### config.mk
export PLATFORM = sky130hd
export DESIGN_NAME = ring_rr_arbiter
export DESIGN_NICKNAME = d
export VERILOG_FILES = /design/src/rtl/ring_arb_pkg.sv /design/src/rtl/ring_rr_pick.sv /design/src/rtl/ring_rr_arbiter.sv
export SDC_FILE = /design/constraint.sdc
export NUM_CORES = 1
export LEC_CHECK = 0
export ABC_AREA = 1
export BUFFER_PORTS_ARGS = -buffer_cell sky130_fd_sc_hd__buf_2
export CAP_MARGIN = 10
export CORE_MARGIN = 2
export CORE_UTILIZATION = 53
export DETAILED_ROUTE_END_ITERATION = 7
export PLACE_DENSITY = 0.75
export SYNTH_ARGS = -nofsm -noshare
export SYNTH_HDL_FRONTEND = slang
export SYNTH_SLANG_ARGS = --single-unit
### constraint.sdc
create_clock -name clk -period 3.16 [get_ports clk]
set_clock_uncertainty 0.1 [all_clocks]
set_input_delay 0.316 -clock clk [delete_from_list [all_inputs] [get_ports clk]]
set_output_delay 0.316 -clock clk [all_outputs]
set_load 0.01 [all_outputs]
### src/rtl/ring_arb_pkg.sv
// Shared types and one-hot helpers for ring-scheduled arbitration blocks.
// Helpers operate on MAX_N-wide vectors so any requester count up to MAX_N can reuse them.
package ring_arb_pkg;

    localparam int MAX_N = 32;

    typedef enum logic {
        IDLE  = 1'b0,
        GRANT = 1'b1
    } state_e;

    // Right shift of a one-hot vector of width n, bit 0 wrapping to bit n-1.
    function automatic logic [MAX_N-1:0] rotr_onehot(input logic [MAX_N-1:0] v, input int n);
        logic [MAX_N-1:0] r;
        r = v >> 1;
        if (v[0]) begin
            r[n-1] = 1'b1;
        end
        return r;
    endfunction

    function automatic int onehot_to_idx(input logic [MAX_N-1:0] v);
        int idx;
        idx = 0;
        for (int i = 0; i < MAX_N; i++) begin
            if (v[i]) begin
                idx = i;
            end
        end
        return idx;
    endfunction

endpackage

### src/rtl/ring_rr_pick.sv
// Combinational ring pick: first set req bit scanning downward from the ptr position,
// wrapping from bit 0 to bit N-1.
module ring_rr_pick #(
    parameter int N = 4
) (
    input  logic [N-1:0] req,
    input  logic [N-1:0] ptr,
    output logic [N-1:0] win,
    output logic         valid
);

    logic [N-1:0] at_or_below;
    logic [N-1:0] masked;
    logic [N-1:0] scan_src;

    // (ptr << 1) - 1 covers bits 0..ptr; for ptr at the top bit the shift overflows to all ones.
    assign at_or_below = (ptr << 1) - N'(1);
    assign masked      = req & at_or_below;
    assign scan_src    = (|masked) ? masked : req;
    assign valid       = |req;

    always_comb begin
        win = '0;
        for (int j = 0; j < N; j++) begin
            if (scan_src[j]) begin
                win    = '0;
                win[j] = 1'b1;
            end
        end
    end

endmodule

### src/rtl/ring_rr_arbiter.sv
// Round-robin arbiter with a rotating one-hot priority pointer and bounded grant bursts.
// Grant, index and busy are registered together; req never reaches gnt combinationally.
module ring_rr_arbiter
    import ring_arb_pkg::*;
#(
    parameter int N        = 4,
    parameter int MAX_HOLD = 8
) (
    input  logic                 clk,
    input  logic                 rst_n,
    input  logic [N-1:0]         req,
    output logic [N-1:0]         gnt,
    output logic [$clog2(N)-1:0] gnt_id,
    output logic                 busy,
    output state_e               dbg_state
);

    localparam int IW = $clog2(N);
    localparam int HW = $clog2(MAX_HOLD + 1);

    state_e          state_q;
    logic [N-1:0]    ptr_q;
    logic [N-1:0]    gnt_q;
    logic [IW-1:0]   gnt_id_q;
    logic            busy_q;
    logic [HW-1:0]   hold_q;

    logic            owner_req;
    logic            release_now;
    logic [N-1:0]    ptr_d;
    logic [N-1:0]    pick_ptr;
    logic [N-1:0]    win;
    logic            win_valid;
    logic [IW-1:0]   win_id;

    assign owner_req   = |(req & gnt_q);
    assign release_now = (state_q == GRANT) && (!owner_req || hold_q == HW'(MAX_HOLD));
    assign ptr_d       = N'(rotr_onehot(MAX_N'(gnt_q), N));

    // On a release edge the pick already sees the rotated pointer, so the handover has no gap.
    assign pick_ptr    = release_now ? ptr_d : ptr_q;
    assign win_id      = IW'(onehot_to_idx(MAX_N'(win)));

    ring_rr_pick #(
        .N(N)
    ) u_pick (
        .req  (req),
        .ptr  (pick_ptr),
        .win  (win),
        .valid(win_valid)
    );

    always_ff @(posedge clk or negedge rst_n) begin
        if (!rst_n) begin
            state_q  <= IDLE;
            ptr_q    <= {1'b1, {(N-1){1'b0}}};
            gnt_q    <= '0;
            gnt_id_q <= '0;
            busy_q   <= 1'b0;
            hold_q   <= '0;
        end else begin
            case (state_q)
                IDLE: begin
                    if (win_valid) begin
                        state_q  <= GRANT;
                        gnt_q    <= win;
                        gnt_id_q <= win_id;
                        busy_q   <= 1'b1;
                        hold_q   <= HW'(1);
                    end
                end
                GRANT: begin
                    if (release_now) begin
                        ptr_q <= ptr_d;
                        if (win_valid) begin
                            gnt_q    <= win;
                            gnt_id_q <= win_id;
                            busy_q   <= 1'b1;
                            hold_q   <= HW'(1);
                        end else begin
                            state_q <= IDLE;
                            gnt_q   <= '0;
                            busy_q  <= 1'b0;
                            hold_q  <= '0;
                        end
                    end else begin
                        hold_q <= hold_q + HW'(1);
                    end
                end
                default: begin
                    state_q <= IDLE;
                    gnt_q   <= '0;
                    busy_q  <= 1'b0;
                    hold_q  <= '0;
                end
            endcase
        end
    end

    assign gnt       = gnt_q;
    assign gnt_id    = gnt_id_q;
    assign busy      = busy_q;
    assign dbg_state = state_q;

endmodule

# [Word level (Yosys, flattened, before mapping)]
# Cells that the tools add are included.
[word_totals] ff_bits=15
[op_classes] bitwise=3 n_addsub=2 n_reduce_logical=7 eq_ne=3 mux=26
[op_table] cell="4-bit 2-to-1 mux" count=9
[op_table] cell="4-bit one-hot mux with 2 select lines" count=2
[op_table] cell="4-bit OR reduction" count=3
[op_table] cell="4-bit bitwise AND" count=2
[op_table] cell="2-bit 2-to-1 mux" count=4
[op_table] cell="1-bit 2-to-1 mux" count=7
[op_table] cell="4-bit by 1-bit adder with 4-bit output (second input constant)" count=1
[op_table] cell="4-bit equality test (second input constant)" count=1
[op_table] cell="2-bit by 1-bit != test with 1-bit output (second input constant)" count=2
[op_table] cell="1-bit one-hot mux with 2 select lines" count=2
[op_table] cell="2-bit one-hot mux with 2 select lines" count=1
[op_table] cell="4-bit by 1-bit subtractor with 4-bit output (second input constant)" count=1
[op_table] cell="3-bit 2-to-1 mux" count=1
[op_table] cell="2-bit AND reduction" count=1
[op_table] cell="1-bit logical AND" count=1
[op_table] cell="1-bit zero test" count=1
[op_table] cell="1-bit logical OR" count=1
[op_table] cell="1-bit NOT" count=1

# [Logic depth before layout (Yosys ltp)]
[logic_depth] word_depth=20 ltp_mapped=18 mapped_depth_nobuf=18

# [Cells and area by module]
# From an unflattened synthesis, not the netlist that was laid out.
[unflattened] hier_cells=126 hier_area_um2=1007.2
[modules_own_cells] mod="ring_rr_arbiter" area_per_inst_um2=864.6 instances=1 cells_each=95 seq_area_each_um2=401.6
[modules_own_cells] mod="ring_rr_pick" area_per_inst_um2=142.6 instances=1 cells_each=31 seq_area_each_um2=0.0

# [Worst setup path before layout]
# OpenSTA, ideal clock, no wires.
[synth_path] path_type="register to register" from="register hold_q[0]" to="register gnt_id_q[0] (netlist: gnt_id[0])" t_arrival_ps=1980 setup_slack_ps=961 path_stages_with_launch=18 required_time_ps=2941 path_buffers=0 setup_ps=119 cell_sequence="dfrtp_1 inv_1 ha_1 nand3_1 o21ai_4 nand2_4 o21ai_0 inv_1 ha_1 inv_1 a21oi_1 nand2_2 inv_2 nand3_1 nand2_2 nor2_2 nand2_1 nand2_1"
[synth_between] elab_chain_cells=17 word_cells_on_any_way=18 classes_between="add/sub (1); eq/ne (2); mux (11); bitwise (1); reduce/logical (3)"
[synth_lines] item="start: declaration" line_no="ring_rr_arbiter.sv:26" source="logic [HW-1:0] hold_q;"
[synth_lines] item="start signal: assignment" line_no="ring_rr_arbiter.sv:87" source="hold_q <= hold_q + HW'(1);"
[synth_lines] item="4-bit equality test *" line_no="ring_rr_arbiter.sv:37" source="assign release_now = (state_q == GRANT) && (!owner_req || hold_q == HW'(MAX_HOLD));"
[synth_lines] item="1-bit logical OR *" line_no="ring_rr_arbiter.sv:37"
[synth_lines] item="1-bit logical AND *" line_no="ring_rr_arbiter.sv:37"
[synth_lines] item="3-bit 2-to-1 mux"
[synth_lines] item="4-bit by 1-bit subtractor with 4-bit output" line_no="ring_rr_pick.sv:17" source="assign at_or_below = (ptr << 1) - N'(1);"
[synth_lines] item="4-bit bitwise AND" line_no="ring_rr_pick.sv:18" source="assign masked = req & at_or_below;"
[synth_lines] item="4-bit OR reduction" line_no="ring_rr_pick.sv:19" source="assign scan_src = (|masked) ? masked : req;"
[synth_lines] item="4-bit 2-to-1 mux" line_no="ring_rr_pick.sv:19"
[synth_lines] item="4-bit 2-to-1 mux (3 in series)" line_no="ring_rr_pick.sv:25" source="if (scan_src[j]) begin"
[synth_lines] item="1-bit 2-to-1 mux" line_no="ring_arb_pkg.sv:26" source="if (v[i]) begin"
[synth_lines] item="2-bit 2-to-1 mux (2 in series)" line_no="ring_arb_pkg.sv:26"
[synth_lines] item="2-bit 2-to-1 mux" line_no="ring_rr_arbiter.sv:64, ring_rr_arbiter.sv:75"
[synth_lines] item="2-bit 2-to-1 mux" line_no="ring_rr_arbiter.sv:73" source="if (release_now) begin"
[synth_lines] item="2-bit one-hot mux with 2 select lines" line_no="ring_rr_arbiter.sv:62" source="case (state_q)"
[synth_lines] item="end signal: assignment" line_no="ring_rr_arbiter.sv:67" source="gnt_id_q <= win_id;"
[synth_lines] item="end signal: assignment" line_no="ring_rr_arbiter.sv:77" source="gnt_id_q <= win_id;"
[synth_lines] item="end: declaration" line_no="ring_rr_arbiter.sv:24" source="logic [IW-1:0] gnt_id_q;"
# Every way passes the cells marked *; elsewhere a longest branch is shown, timed or not. The select of a mux whose other input is x is not followed.
# A chain may end at the register's enable or synchronous reset.

# [Final worst setup path]
[layout_path] from="register hold_q[0]" to="register gnt_q[1] (netlist: gnt[1])"
[layout_between] elab_chain_cells=14 word_cells_on_any_way=17 classes_between="add/sub (1); eq/ne (2); mux (9); bitwise (1); reduce/logical (4)"
[layout_lines] item="4-bit equality test *" line_no="ring_rr_arbiter.sv:37"
[layout_lines] item="1-bit logical OR *" line_no="ring_rr_arbiter.sv:37"
[layout_lines] item="1-bit logical AND *" line_no="ring_rr_arbiter.sv:37"
[layout_lines] item="3-bit 2-to-1 mux"
[layout_lines] item="4-bit by 1-bit subtractor with 4-bit output" line_no="ring_rr_pick.sv:17"
[layout_lines] item="4-bit bitwise AND" line_no="ring_rr_pick.sv:18"
[layout_lines] item="4-bit OR reduction" line_no="ring_rr_pick.sv:19"
[layout_lines] item="4-bit 2-to-1 mux" line_no="ring_rr_pick.sv:19"
[layout_lines] item="4-bit 2-to-1 mux (3 in series)" line_no="ring_rr_pick.sv:25"
[layout_lines] item="4-bit 2-to-1 mux" line_no="ring_rr_arbiter.sv:75" source="if (win_valid) begin"
[layout_lines] item="4-bit 2-to-1 mux" line_no="ring_rr_arbiter.sv:73"
[layout_lines] item="4-bit one-hot mux with 2 select lines" line_no="ring_rr_arbiter.sv:62"
[layout_lines] item="end signal: assignment" line_no="ring_rr_arbiter.sv:66" source="gnt_q <= win;"
[layout_lines] item="end signal: assignment" line_no="ring_rr_arbiter.sv:76" source="gnt_q <= win;"
[layout_lines] item="end: declaration" line_no="ring_rr_arbiter.sv:23" source="logic [N-1:0] gnt_q;"
# Marks and branches as above.

==> impl_results.md <==
* Layout cells sized above 1 at 23.77%
* Combinational fraction of design power at 50.8%
* Vias per cell at 5.174
* Detailed-placement wirelength estimate at 1.181 mm
* Final setup vio count at 0
* Final Hold Vio Count at 0
* Top delay family on crit path: simple AND/OR/NAND/NOR gates
* Max Cap Viol at 0
* Period utilization at 76.88%
* Router iterations before antenna repair at 4
* Worst Path Arrival at 2520 ps
* Multi-input combinational cell area at 392.9 sq um
* Cell Chain, Critical Path: inv_1 -> ha_1 -> nand3_1 -> o21ai_4 -> nand2_4 -> o21ai_0 -> inv_1 -> ha_1 -> inv_1 -> a21oi_1 -> nand2_2 -> inv_2 -> nand3_1 -> nand2_2 -> nor2_2 -> nand2_1 -> nand2_1
* Largest net degree at the start of global routing at 16
* Outcome: finished, final reports clean
* Post-CTS setup buffers at 0
* Post-synth top area share at 44.91%
* Crit-path slowest cell: dfrtp_1
* Syn nets at 113
* WS Path Type: flop to flop
* Reg area at 375.4 sq um
* Initial antenna violation count at 0
* Net switching power figure at 0.3934 mW
* Post-Place Setup Slack at 753.9 ps
* Starting Density at 56.13%
* Final Worst Setup Slack at 730.7 ps
* Port Buffer Count at 13
* Die X at 43.71 um
* Final #Nets at 132
* Synth top area cells: dfrtp_1 45%, nand2_1 14%, inv_1 7.6%
* Drt drc at 0
* Cell Pwr Density at 910.5 nW/um^2
* First-pass GRT wire length at 2.718 mm
* LEAKAGE at 0.5354 nW
* Vias in the first global route at 650
* Unrepaired setup endpoints after global routing: no
* Total number of vias at 714
* Routed wire per std cell at 11.14 um
* ANT cells at 0
* Clock power share at 12.8%
* Startpoint Class: flop
* Post-Syn Instances at 104
* Total GRT Usage at 19.25%
* CTS tree: yes
* Critical Path RT at 3250 ps
* Slew HR at 76.97%
* Crit. End Element: flop
* Syn avg cell area at 8.037 sq um
* Total power at 0.8727 mW
* Switching share of power at 45.08%
* Total CTS buffers at 3
* Clock slew at reported path FFs at 90 ps
* VDD IR-drop max at 477.6 uV
* Delay of the slowest cell on the worst path at 430 ps
* H-Tree Depth at 1
* Fillers at 136
* CP Buf/Inv Count at 4
* Post-layout min period at 2429 ps
* Bufs on Longest Clock Path at 2
* Root buf cell: clkbuf_4
* Drt initial violations at 10
* Internal power at 0.4792 mW
* Clock Latency Late Sink at 290 ps
* Cell taking the most area after synthesis: dfrtp_1
* Area delta synth->final at 14.67%
* Worst slew pin tran at 345.4 ps
* CORE AREA at 1489 sq um
* Routed Antenna Nets at 0
* Die ar. at 1911 sq um
* Final WL at 1.538 mm
* Post-Syn Area at 835.8 sq um
* Part of the Yosys area used for sequential elements at 44.91%
* Maximum clock rate at 411.6 MHz
* Library cells used by synthesis at 20
* CP dominant cell by count: inv_1
* Overflow after GRT at 0
* Sequential share of power at 36.4%
* Most common cell after layout, fill and taps aside: nand2_1
* Placer's final routability congestion estimate at 0.7964
* Max-slew violation count at 0
* Clock sink total at 15
* Rows at 14
* Die H at 43.71 um
* Setup_tns at 0 ps
* Flop2flop setup slack at 730 ps
* CP Max Fanout at 5
* Most frequent cells in the layout: 31 x nand2_1, 17 x inv_1, 15 x dfrtp_1
* Hold crit path type: input port to flop
* Yosys reg bits at 15
* Yosys warns at 0
* Ports at 14
[routing by layer]
metal,share of wire (%),routed length (um),GRT usage [%]
met2,44,672,29.12
met1,50,773,26.54
met3,3.7,57,2.500
met4,2.3,36,10.91
met5,0,0,0
[power groups by stage]
stage | sequential (mW) | combinational (mW) | clock, mW
2_1_floorplan | 0.331 | 0.319 | 0
3_3_place_gp | 0.319 | 0.436 | 0
3_5_place_dp | 0.321 | 0.444 | 0
4_1_cts | 0.317 | 0.450 | 0.115
5_1_grt | 0.328 | 0.514 | 0.120
6_report | 0.318 | 0.443 | 0.111
[area by class of cell]
type,count,area share [%]
inverters,18,7.050
clock buffers,3,2.350
well taps,16,2.089
clock inverters,1,0.5222
multi-input cells,71,40.99
flip-flops and latches,15,39.16
repair buffers,14,7.833
[flip-flops by register name, indices dropped and copies added, names as in the netlist]
| register | flops |
|---|---|
| gnt | 4 |
| gnt_id | 2 |
| dbg_state | 1 |
| ptr_q | 3 |
| hold_q | 4 |
| busy | 1 |
[repair_timing]
| item | in CTS | in global routing |
|---|---|---|
| gates resized for setup | 0 | 0 |
| hold buffers | 1 | 0 |
| hold endpoints to repair | 15 | 0 |
[worst paths after layout]
kind / startpoint / to / cells after the start
worst max-delay path: hold_q[0]$_DFFE_PN0P_ / gnt[1]$_DFFE_PN0P_ / 17
worst min-delay path: req[0] / dbg_state$_DFF_PN0_ / 3
worst max register to register: hold_q[0]$_DFFE_PN0P_ / gnt[1]$_DFFE_PN0P_ / 17
worst min register to register: busy$_DFFE_PN0P_ / busy$_DFFE_PN0P_ / 2
max in group asynchronous: rst_n / ptr_q[0]$_DFFE_PN0P_ / 2
min in group asynchronous: rst_n / hold_q[2]$_DFFE_PN0P_ / 2
[stage by stage]
step           hold WS, ps  util, %  std cells  instance area [sq um]
6_report             209.4    64.37        138                  958.4
2_1_floorplan       -79.59        -        104                  835.8
4_1_cts              206.9    64.37        138                  958.4
3_5_place_dp         145.5    61.85        133                  920.9
3_3_place_gp         143.8    61.85        133                  920.9
5_1_grt              225.6    64.37        138                  958.4
[logic make-up after synthesis]
| kind of cell | synth area share [%] |
|---|---|
| compound gates | 7.485 |
| mux | 1.198 |
| simple gates | 31.74 |
| flops | 44.91 |
| xor+xnor | 2.096 |
| fa+ha+maj | 4.491 |
| buf+inv | 8.083 |
[worst register-to-register path, cell delays in order (launching register included)]
cell and delay, ps:
dfrtp_1 430, inv_1 80, ha_1 150, nand3_1 120
o21ai_4 120, nand2_4 100, o21ai_0 220, inv_1 70
ha_1 270, inv_1 50, a21oi_1 160, nand2_2 70
inv_2 60, nand3_1 80, nand2_2 80, nor2_2 40
nand2_1 70, nand2_1 50
[cell usage after synthesis]
cell     instances
nand2_1         31
inv_1           17
dfrtp_1         15
nand3_1         11
nand2_2          5
o21ai_0          4
a21oi_1          3
ha_1             3
nand2_4          2
nand3_2          2
nor2_1           2
inv_2            1
mux2i_1          1
nor2_2           1
nor4_1           1
o21ai_1          1
o21ai_4          1
o22ai_1          1
xnor2_1          1
xor2_1           1
No activity file was read; power rests on OpenSTA's default activity.
